--- src/rtl/mem_access.sv ---
// mem_access -- memory-access stage of the RV64 pipeline.
//
// Takes one execute result at a time, issues at most one data-bus request
// per load/store over a split address/data handshake, aligns store data and
// byte strobes onto the 8-byte lane, extracts and extends load data, and
// presents a single registered result to writeback for one cycle.
// Non-memory instructions pass straight through to the result register.
//
// Handshakes: an instruction is taken when in_valid && in_ready (in_ready is
// high only in IDLE). A bus request is offered while dreq_valid is high and
// is taken when dresp_addr_ok is high in that cycle; its completion is the
// first dresp_data_ok at or after acceptance. dresp_* are ignored outside
// REQ/WAIT. out_valid is a one-cycle pulse; downstream never stalls.
//
// Optional build macro: MEM_MISALIGN_TRAP_EN
//   defined   : misaligned load/store skips the bus, completes with out_exc=1
//               and out_result=0.
//   undefined : out_exc is tied low and the address is forced to natural
//               alignment before the access.
//
// Ports:
//   clk, resetn                      clock, synchronous active-low reset
//   in_valid/in_ready                execute-side handshake
//   in_pc, in_addr, in_wdata         PC, ALU result / address, store data
//   in_memread, in_memwrite          load / store select
//   in_size, in_unsigned             access size (0..3 = B/H/W/D), zero-extend
//   dreq_valid/addr/size/strobe/data bus request
//   dresp_addr_ok/data_ok/data       bus response
//   out_valid/pc/result/exc          writeback result

module mem_access #(
   parameter int XLEN   = 64,
   parameter int STRB_W = XLEN / 8
) (
   input  logic              clk,
   input  logic              resetn,
   input  logic              in_valid,
   output logic              in_ready,
   input  logic [XLEN-1:0]   in_pc,
   input  logic [XLEN-1:0]   in_addr,
   input  logic [XLEN-1:0]   in_wdata,
   input  logic              in_memread,
   input  logic              in_memwrite,
   input  logic [1:0]        in_size,
   input  logic              in_unsigned,
   output logic              dreq_valid,
   output logic [XLEN-1:0]   dreq_addr,
   output logic [1:0]        dreq_size,
   output logic [STRB_W-1:0] dreq_strobe,
   output logic [XLEN-1:0]   dreq_data,
   input  logic              dresp_addr_ok,
   input  logic              dresp_data_ok,
   input  logic [XLEN-1:0]   dresp_data,
   output logic              out_valid,
   output logic [XLEN-1:0]   out_pc,
   output logic [XLEN-1:0]   out_result,
   output logic              out_exc
);

   typedef enum logic [1:0] {IDLE, REQ, WAIT, DONE} state_t;

   state_t            state_q, state_d;
   logic [XLEN-1:0]   pc_q, addr_q, wdata_q, result_q;
   logic [1:0]        size_q;
   logic              memread_q, memwrite_q, unsigned_q;

   logic              accept, is_mem_in, trap_in, load_done;
   logic [2:0]        in_mask, off;
   logic [7:0]        base_strobe;
   logic [XLEN-1:0]   shifted, load_val;

   // Low address bits that must be zero for a naturally aligned access.
   function automatic logic [2:0] low_mask(input logic [1:0] size);
      case (size)
         2'd0:    return 3'b000;
         2'd1:    return 3'b001;
         2'd2:    return 3'b011;
         default: return 3'b111;
      endcase
   endfunction

   assign accept    = in_valid && (state_q == IDLE);
   assign is_mem_in = in_memread || in_memwrite;
   assign in_mask   = low_mask(in_size);

`ifdef MEM_MISALIGN_TRAP_EN
   logic exc_q;
   assign trap_in = is_mem_in && ((in_addr[2:0] & in_mask) != 3'b000);
`else
   assign trap_in = 1'b0;
`endif

   // Load result is taken on the edge where the data phase completes.
   assign load_done = dresp_data_ok && memread_q &&
                      ((state_q == WAIT) || (state_q == REQ && dresp_addr_ok));

   // ---------------- next-state logic ----------------
   always_comb begin
      state_d = state_q;
      case (state_q)
         IDLE: if (accept) state_d = (!is_mem_in || trap_in) ? DONE : REQ;
         REQ:  if (dresp_addr_ok) state_d = dresp_data_ok ? DONE : WAIT;
         WAIT: if (dresp_data_ok) state_d = DONE;
         DONE: state_d = IDLE;
         default: state_d = IDLE;
      endcase
   end

   // ---------------- lane alignment / extraction ----------------
   assign off = addr_q[2:0];

   always_comb begin
      base_strobe = 8'hFF;
      case (size_q)
         2'd0:    base_strobe = 8'h01;
         2'd1:    base_strobe = 8'h03;
         2'd2:    base_strobe = 8'h0F;
         default: base_strobe = 8'hFF;
      endcase
   end

   assign shifted = dresp_data >> {off, 3'b000};

   always_comb begin
      load_val = shifted;
      case (size_q)
         2'd0: load_val = {{56{~unsigned_q & shifted[7]}},  shifted[7:0]};
         2'd1: load_val = {{48{~unsigned_q & shifted[15]}}, shifted[15:0]};
         2'd2: load_val = {{32{~unsigned_q & shifted[31]}}, shifted[31:0]};
         default: load_val = shifted;   // dword ignores in_unsigned
      endcase
   end

   // ---------------- registers ----------------
   always_ff @(posedge clk) begin
      if (!resetn) begin
         state_q    <= IDLE;
         pc_q       <= '0;
         addr_q     <= '0;
         wdata_q    <= '0;
         result_q   <= '0;
         size_q     <= 2'd0;
         memread_q  <= 1'b0;
         memwrite_q <= 1'b0;
         unsigned_q <= 1'b0;
      end else begin
         state_q <= state_d;
         if (accept) begin
            pc_q       <= in_pc;
            // Without trapping this forces natural alignment; with trapping
            // only aligned addresses ever reach the bus, so it is a no-op.
            addr_q     <= in_addr & ~{{(XLEN-3){1'b0}}, in_mask};
            wdata_q    <= in_wdata;
            size_q     <= in_size;
            memread_q  <= in_memread;
            memwrite_q <= in_memwrite;
            unsigned_q <= in_unsigned;
            result_q   <= is_mem_in ? '0 : in_addr;
         end else if (load_done) begin
            result_q <= load_val;
         end
      end
   end

`ifdef MEM_MISALIGN_TRAP_EN
   always_ff @(posedge clk) begin
      if (!resetn)     exc_q <= 1'b0;
      else if (accept) exc_q <= trap_in;
   end
   assign out_exc = out_valid && exc_q;
`else
   assign out_exc = 1'b0;
`endif

   // ---------------- outputs ----------------
   assign in_ready    = (state_q == IDLE);
   assign dreq_valid  = (state_q == REQ);
   assign dreq_addr   = dreq_valid ? addr_q : '0;
   assign dreq_size   = dreq_valid ? size_q : 2'd0;
   assign dreq_strobe = (dreq_valid && memwrite_q) ? STRB_W'(base_strobe << off) : '0;
   assign dreq_data   = (dreq_valid && memwrite_q) ? (wdata_q << {off, 3'b000}) : '0;
   assign out_valid   = (state_q == DONE);
   assign out_pc      = out_valid ? pc_q : '0;
   assign out_result  = out_valid ? result_q : '0;

endmodule

--- config.mk ---
export PLATFORM = sky130hd
export DESIGN_NAME = mem_access
export DESIGN_NICKNAME = d
export VERILOG_FILES = /design/src/rtl/mem_access.sv
export SDC_FILE = /design/constraint.sdc
export NUM_CORES = 1
export LEC_CHECK = 0
export CELL_PAD_IN_SITES_DETAIL_PLACEMENT = 1
export CELL_PAD_IN_SITES_GLOBAL_PLACEMENT = 1
export CORE_ASPECT_RATIO = 1.4
export CORE_MARGIN = 4
export CORE_UTILIZATION = 29
export CTS_CLUSTER_DIAMETER = 50
export DETAILED_ROUTE_END_ITERATION = 7
export GPL_TIMING_DRIVEN = 0
export PLACE_DENSITY = 0.85
export SLEW_MARGIN = 20
export SYNTH_ARGS = -nofsm -noshare
export SYNTH_HDL_FRONTEND = slang
export SYNTH_SLANG_ARGS = --single-unit
export TNS_END_PERCENT = 20
--- constraint.sdc ---
create_clock -name clk -period 2.3 [get_ports clk]
set_input_delay 0.46 -clock clk [delete_from_list [all_inputs] [get_ports clk]]
set_output_delay 0.46 -clock clk [all_outputs]
set_load 0.01 [all_outputs]
==> results of run 1 <==
## final cells by class
class / count / area [sq um]
fillers: 5972 / 26000
multi-input cells: 1451 / 9960
repair buffers: 657 / 6200
flip-flops and latches: 263 / 5280
plain buffers: 175 / 1570
clock buffers: 39 / 846
well taps: 650 / 813
clock inverters: 18 / 241
inverters: 10 / 43.8
diodes: 14 / 35.0
## worst max-delay path by stage
stage / start / depth (start not counted) / endpoint / slack (ns)
after floorplan: addr_q[1] / 8 / dreq_strobe[2] / -0.04
after global placement: addr_q[1] / 9 / dreq_data[38] / -1.47
after detailed placement: in_valid / 8 / addr_q[15] / -1.63
after CTS: addr_q[0] / 9 / dreq_data[44] / -0.69
after global routing: addr_q[0] / 9 / dreq_data[50] / -0.76
final: addr_q[0] / 9 / dreq_data[50] / -0.71
## report_power, final
part	internal, mW	switching (mW)
sequential	5.45	0.754
combinational	3.97	5.00
clock	3.10	2.24
total	12.5	7.99
## worst max-delay path: cells and delay by family, from the launching register on
family	cells	cell delay (ns)
flip-flops	1	0.36
AND/OR/NAND/NOR	1	0.07
multiplexers	2	0.76
buffers and inverters	6	0.75
## sequential cells by signal, indices dropped and copies added (netlist names), 2 cells and up
signal / flops
result_q: 64
wdata_q: 64
state_q: 2
addr_q: 64
size_q: 2
pc_q: 64
## placed cells by master (no fill, tap or decap), types with 9 or more instances in the layout
cell type / instances
a22oi_2: 10
clkbuf_2: 99
and2_1: 150
nor2_4: 26
nand2_1: 437
clkbuf_1: 73
nor2b_1: 15
o21ai_0: 36
a2111oi_2: 12
buf_12: 31
clkdlybuf4s50_1: 297
buf_6: 116
a222oi_1: 15
mux2i_1: 48
nor3_1: 37
a22oi_1: 18
a211oi_1: 10
mux2_2: 23
nor2_1: 43
mux4_2: 48
clkbuf_16: 46
a2111oi_0: 16
a21oi_4: 9
and2_4: 68
a21oi_1: 279
buf_4: 71
buf_2: 71
mux2i_4: 9
clkbuf_8: 14
diode_2: 14
dfxtp_1: 258
buf_8: 25
## repair_timing
action | 4_1_cts | 5_1_grt
pin swaps | 53 | 35
cloned | 11 | 6
endpoints found under the setup margin | 530 | 518
setup buffers | 64 | 43
gates resized for setup | 958 | 511
## cell usage after synthesis (2+ instances only)
| library cell | count |
|---|---|
| a2111oi_0 | 34 |
| a211o_1 | 6 |
| a211oi_1 | 13 |
| a21oi_1 | 291 |
| a221oi_1 | 2 |
| a222oi_1 | 15 |
| a22o_1 | 8 |
| a22oi_1 | 28 |
| a311o_1 | 6 |
| a31oi_1 | 2 |
| a32oi_1 | 8 |
| and2_1 | 218 |
| and3_1 | 10 |
| and4_1 | 2 |
| buf_1 | 8 |
| buf_2 | 32 |
| buf_4 | 9 |
| buf_6 | 2 |
| clkbuf_1 | 129 |
| dfxtp_1 | 263 |
| ha_1 | 4 |
| inv_1 | 9 |
| mux2_2 | 31 |
| mux2i_1 | 61 |
| mux4_2 | 48 |
| nand2_1 | 444 |
| nand2b_1 | 3 |
| nand3_1 | 4 |
| nand3b_1 | 2 |
| nor2_1 | 76 |
| nor2b_1 | 17 |
| nor3_1 | 39 |
| o21ai_0 | 46 |
| o2bb2ai_1 | 7 |
| o31ai_1 | 9 |
| or2_2 | 5 |
## metrics by stage
step           std cells  TNS, ns  hold slack, ns
3_3_place_gp        3088  -438.52           0.437
6_report            3277  -116.26           0.405
4_1_cts             3219  -149.91           0.378
3_5_place_dp        3088  -485.79           0.444
2_1_floorplan       1904   -0.235           0.432
5_1_grt             3275  -156.69           0.408
## per-layer routing
metal | wire length (microns) | global-route usage
met1 | 32600 | 0.336
met2 | 46100 | 0.544
met3 | 5820 | 0.0517
met4 | 7190 | 0.192
met5 | 51 | 0
## kinds of logic after synthesis
group / count (synthesis)
buffers and inverters: 190
other: 1
muxes: 140
DFF: 263
and+or+nand+nor: 824
AOI/OAI and AO/OA: 482
adders and majority gates: 4
==> flow_metrics.tcl, run 1 <==
set metrics [dict create \
    overflow 0 \
    critical_path_class "reg2out" \
    grtUsageTotal 0.307 \
    critPathLaunchType "register" \
    cp.arrival_ns 2.55 \
    clkLatencyLatePin_ns 0.60 \
    reg2reg_depth 9 \
    timing.rr.end "result_q[10]" \
    hold_viol_final 0 \
    ant_nets 0 \
    yosysSeqAreaShare 0.353 \
    synthArstFlopShare 0 \
    place_ws_ns -1.63 \
    holdBufCountCts 0 \
    syn-mean-instance-area_sq_um 7.83 \
    clockRootBuffer "clkbuf_16" \
    max_freq_ghz 0.332 \
    cap_violations 0 \
    vias 18163 \
    grt_antenna_before_repair 20 \
    drt_wl_total_mm 91.8 \
    die_area_sq_um 55200 \
    synth_edf_count 0 \
    cts_tree "done" \
    synth.area.mux_share 0.137 \
    place.port_buffers 534 \
    start_util 0.292 \
    rr_startpoint "state_q[0]" \
    syn_nets 2174 \
    synth_seq_cells 263 \
    synth_xor_area_frac 0 \
    drv_slew 0 \
    synth_ff_type "dfxtp_1" \
    peakVddDrop_mv 0.565 \
    clockBufferDepth 3 \
    vias_per_cell 5.54 \
    synth_compound_area_frac 0.197 \
    io_pins 536 \
    area_delta_synth_final_pct 67.5 \
    period_share 1.31 \
    synth_cell_types 49 \
    setup_viol 509 \
    synth_cells 1904 \
    yosys.area.top_type_share 0.353 \
    drc 0 \
    syn_area_sq_um 14900 \
    clk_pin_slew_ns 0.06 \
    cts_sinks 263 \
    hpwlAfterDp_mm 68.0 \
    yosys.area_share.simple 0.256 \
    placed_area_sq_um 21100 \
    fin_ws_ns -0.709 \
    core_region_area_sq_um 51000 \
    path_cells "buf_8 > buf_12 > buf_12 > buf_12 > buf_12 > mux4_2 > mux2i_1 > nor2_1 > buf_2" \
    cp_max_fo 6 \
    skew_ns 0.0257 \
    required_ns 1.84 \
    crit_top_cell "buf_12" \
    gp_congestion 0.960 \
    yosys.area.top_type "dfxtp_1" \
    final_nets 2859 \
    die_w_microns 200 \
    worst_pin_slew_ns 0.860 \
    cp-end-kind "primary output" \
    grt_pass1_wl_mm 127 \
    worstHoldPathType "in2reg" \
    post_drt_wl_per_cell_microns 28.0 \
    p_total_mw 20.5 \
    synth_top_family_by_area "simple AND/OR/NAND/NOR gates" \
    violations "negative setup slack" \
    hold_start "in_pc[25]" \
    cts_buffers 31 \
    drtIter0Drc 1211 \
    status "complete, but fails checks" \
    utilization 0.490 \
    synthAdderAreaFrac 0.00336 \
    first_pass_iters 6 \
    ys_warn_count 0 \
    stdcell_area_sq_um 25000 \
    r2r_slack_ns -0.51 \
    power-per-cell-area_nw_per_um2 821 \
    total_leakage_power_nw 9.71 \
    max_slew_margin 0.422 \
    min_delay_path_depth 3 \
    grt_pass1_vias 19022 \
    ys_top_cells_by_area "dfxtp_1 35%, nand2_1 11%, a21oi_1 9.8%, and2_1 9.1%, mux4_2 7.2%" \
    period_needed_ns 3.01 \
    crit_path_top_delay_cell "mux4_2" \
    die_y_microns 276 \
    grt_max_degree 20 \
    hold_path_end "pc_q[25]" \
    drive_gt1_frac 0.303 \
    rsz0062_at_grt "yes" \
    row_count 98 \
    htreeDepth 1 \
    slowest_delay_ns 0.52 \
]
(Power assumes the default switching activity.)
==> inputs of run 2 (changes only) <==
--- a/config.mk
+++ b/config.mk
@@ -13,7 +13,7 @@
 export CTS_CLUSTER_DIAMETER = 50
 export DETAILED_ROUTE_END_ITERATION = 7
 export GPL_TIMING_DRIVEN = 0
-export PLACE_DENSITY = 0.85
+export PLACE_DENSITY = 0.77
 export SLEW_MARGIN = 20
 export SYNTH_ARGS = -nofsm -noshare
 export SYNTH_HDL_FRONTEND = slang
==> run 2 against run 1 <==
Worst hold slack got worse by 0.00067 ns. Via count decreased by 2.4%. Core utilization down 1.0 points. The flow still finishes with violations (negative setup slack). First-iteration DRC count down 11%. Cell count shrank 1.3%. Maximum frequency is 1.2% higher. Setup slack improved by 0.034 ns. Critical endpoint unchanged. Flip-flop and latch count unchanged. Sequential power is essentially flat. Sequential share of layout area up 0.43 points. Clock power is 5.3% lower.
==> flow_metrics.tcl, run 2 (synthesis results as in run 1) <==
set metrics [dict create \
    drt_wl_total_mm 87.9 \
    gp_congestion 0.941 \
    nFillCells 5986 \
    fin_ws_ns -0.675 \
    core_region_area_sq_um 51000 \
    io_pins 536 \
    clockBufferDepth 3 \
    p_total_mw 19.2 \
    critical_path_class "reg2out" \
    reg2reg_depth 8 \
    crit_path_top_delay_cell "mux4_2" \
    skew_ns 0.0253 \
    hold_start "in_pc[23]" \
    final_nets 2818 \
    vias_per_cell 5.48 \
    drv_slew 0 \
    start_util 0.292 \
    drc 0 \
    slowest_delay_ns 0.50 \
    status "complete, but fails checks" \
    grt_antenna_before_repair 17 \
    rr_startpoint "state_q[0]" \
    instances_no_fill 3234 \
    overflow 0 \
    cts_sinks 263 \
    die_y_microns 276 \
    cts_buffers 31 \
    stdcell_area_sq_um 24500 \
    drtIter0Drc 1083 \
    cap_violations 0 \
    drive_gt1_frac 0.220 \
    area_delta_synth_final_pct 64.0 \
    cp_max_fo 7 \
    switching_power_mw 7.46 \
    timing.rr.end "result_q[18]" \
    comb_power_share 0.417 \
    dp_cells 3088 \
    hold_ws_ns 0.404 \
    worst_pin_slew_ns 0.827 \
    htreeDepth 1 \
    grt_pass1_wl_mm 124 \
    holdBufCountCts 0 \
    critPathLaunchType "register" \
    place.port_buffers 534 \
    grt_max_degree 16 \
    crit_top_cell "buf_12" \
    total_leakage_power_nw 9.11 \
    r2r_slack_ns -0.37 \
    period_needed_ns 2.97 \
    period_share 1.29 \
    ant_nets 0 \
    grt_pass1_vias 18669 \
    p_clk_frac 0.262 \
    path_cells "buf_8 > buf_12 > buf_12 > buf_12 > buf_16 > mux4_2 > mux2i_2 > nor2_2 > buf_2" \
    peakVddDrop_mv 0.635 \
    layout_commonest_cell "nand2_1" \
    pwr-share-seq 0.321 \
    place_ws_ns -1.54 \
    grtUsageTotal 0.300 \
    hold_viol_final 0 \
    worstHoldPathType "in2reg" \
    max_freq_ghz 0.336 \
    cts_tree "done" \
    p_int_mw 11.8 \
    clk_pin_slew_ns 0.06 \
    cp-end-kind "primary output" \
    die_area_sq_um 55200 \
    layout_common_cells "438 x nand2_1, 418 x clkdlybuf4s50_1, 279 x a21oi_1" \
    rsz0062_at_grt "yes" \
    hold_path_end "pc_q[23]" \
    max_slew_margin 0.446 \
    clkLatencyLatePin_ns 0.60 \
    switching_share 0.388 \
    required_ns 1.84 \
    violations "negative setup slack" \
    post_drt_wl_per_cell_microns 27.2 \
    vias 17732 \
    cp.arrival_ns 2.51 \
    multiInputGateArea_sq_um 9760 \
    hpwlAfterDp_mm 67.1 \
    power-per-cell-area_nw_per_um2 787 \
    placed_area_sq_um 21100 \
    first_pass_iters 6 \
    row_count 98 \
    seqCellArea_sq_um 5280 \
    die_w_microns 200 \
    clockRootBuffer "clkbuf_16" \
    min_delay_path_depth 3 \
    setup_viol 314 \
]
-- run 2: changes by cell type in the layout (fill, tap and decap cells not counted), sizes merged, moves of 2 or more --
cell	delta
buf	-95
bufinv	-2
clkbuf	-63
clkdlybuf4s15	-4
clkdlybuf4s50	+121
dlygate4sd2	+3
inv	-3
-- run 2: metal layers --
metal | GRT usage | up-vias | wire [microns]
met3 | 0.0556 | 263 | 5970
met2 | 0.527 | 893 | 44100
met4 | 0.175 | 8 | 6020
met1 | 0.334 | 8630 | 31700
met5 | 0 | - | 46
li1 | - | 7938 | -
-- run 2: final cells by class --
type                    count  share of cell area
multi-input cells        1452               0.399
clock buffers              43              0.0356
repair buffers            611               0.243
inverters                  10             0.00189
plain buffers             179              0.0630
diodes                     13             0.00133
clock inverters            13             0.00634
flip-flops and latches    263               0.216
well taps                 650              0.0333
-- run 2: worst max path at each step --
stage | start | endpoint | slack (ns)
final | addr_q[0] | dreq_data[50] | -0.67
after floorplan | addr_q[1] | dreq_strobe[2] | -0.04
after global placement | addr_q[1] | dreq_data[37] | -1.49
after CTS | addr_q[0] | dreq_data[55] | -0.68
after detailed placement | addr_q[0] | dreq_data[54] | -1.54
after global routing | addr_q[0] | dreq_data[50] | -0.73
-- run 2: power groups by stage --
stage	clock network, mW	registers (mW)	logic (mW)
after floorplan	0	5.85	3.71
after global placement	0	6.13	6.24
after detailed placement	0	6.17	6.42
after CTS	5.13	6.14	7.60
after global routing	5.29	6.24	8.59
final	5.05	6.17	8.02
-- run 2: timing repair --
item	CTS	global route
setup buffers	59	8
endpoints found under the setup margin	531	531
resized for setup	854	123
pin swaps	49	9
gates cloned	12	0
-- run 2: worst max-delay path: cells and delay by family (launching register included) --
family                 cells  cell delay [ns]
buffers and inverters      6             0.74
muxes                      2             0.70
DFF                        1             0.36
and+or+nand+nor            1             0.09
-- run 2: stage by stage --
step           utilization  setup TNS [ns]
2_1_floorplan            -          -0.235
3_3_place_gp         0.413         -447.72
3_5_place_dp         0.413         -459.90
4_1_cts              0.472         -226.70
5_1_grt              0.479         -150.74
6_report             0.479         -116.04
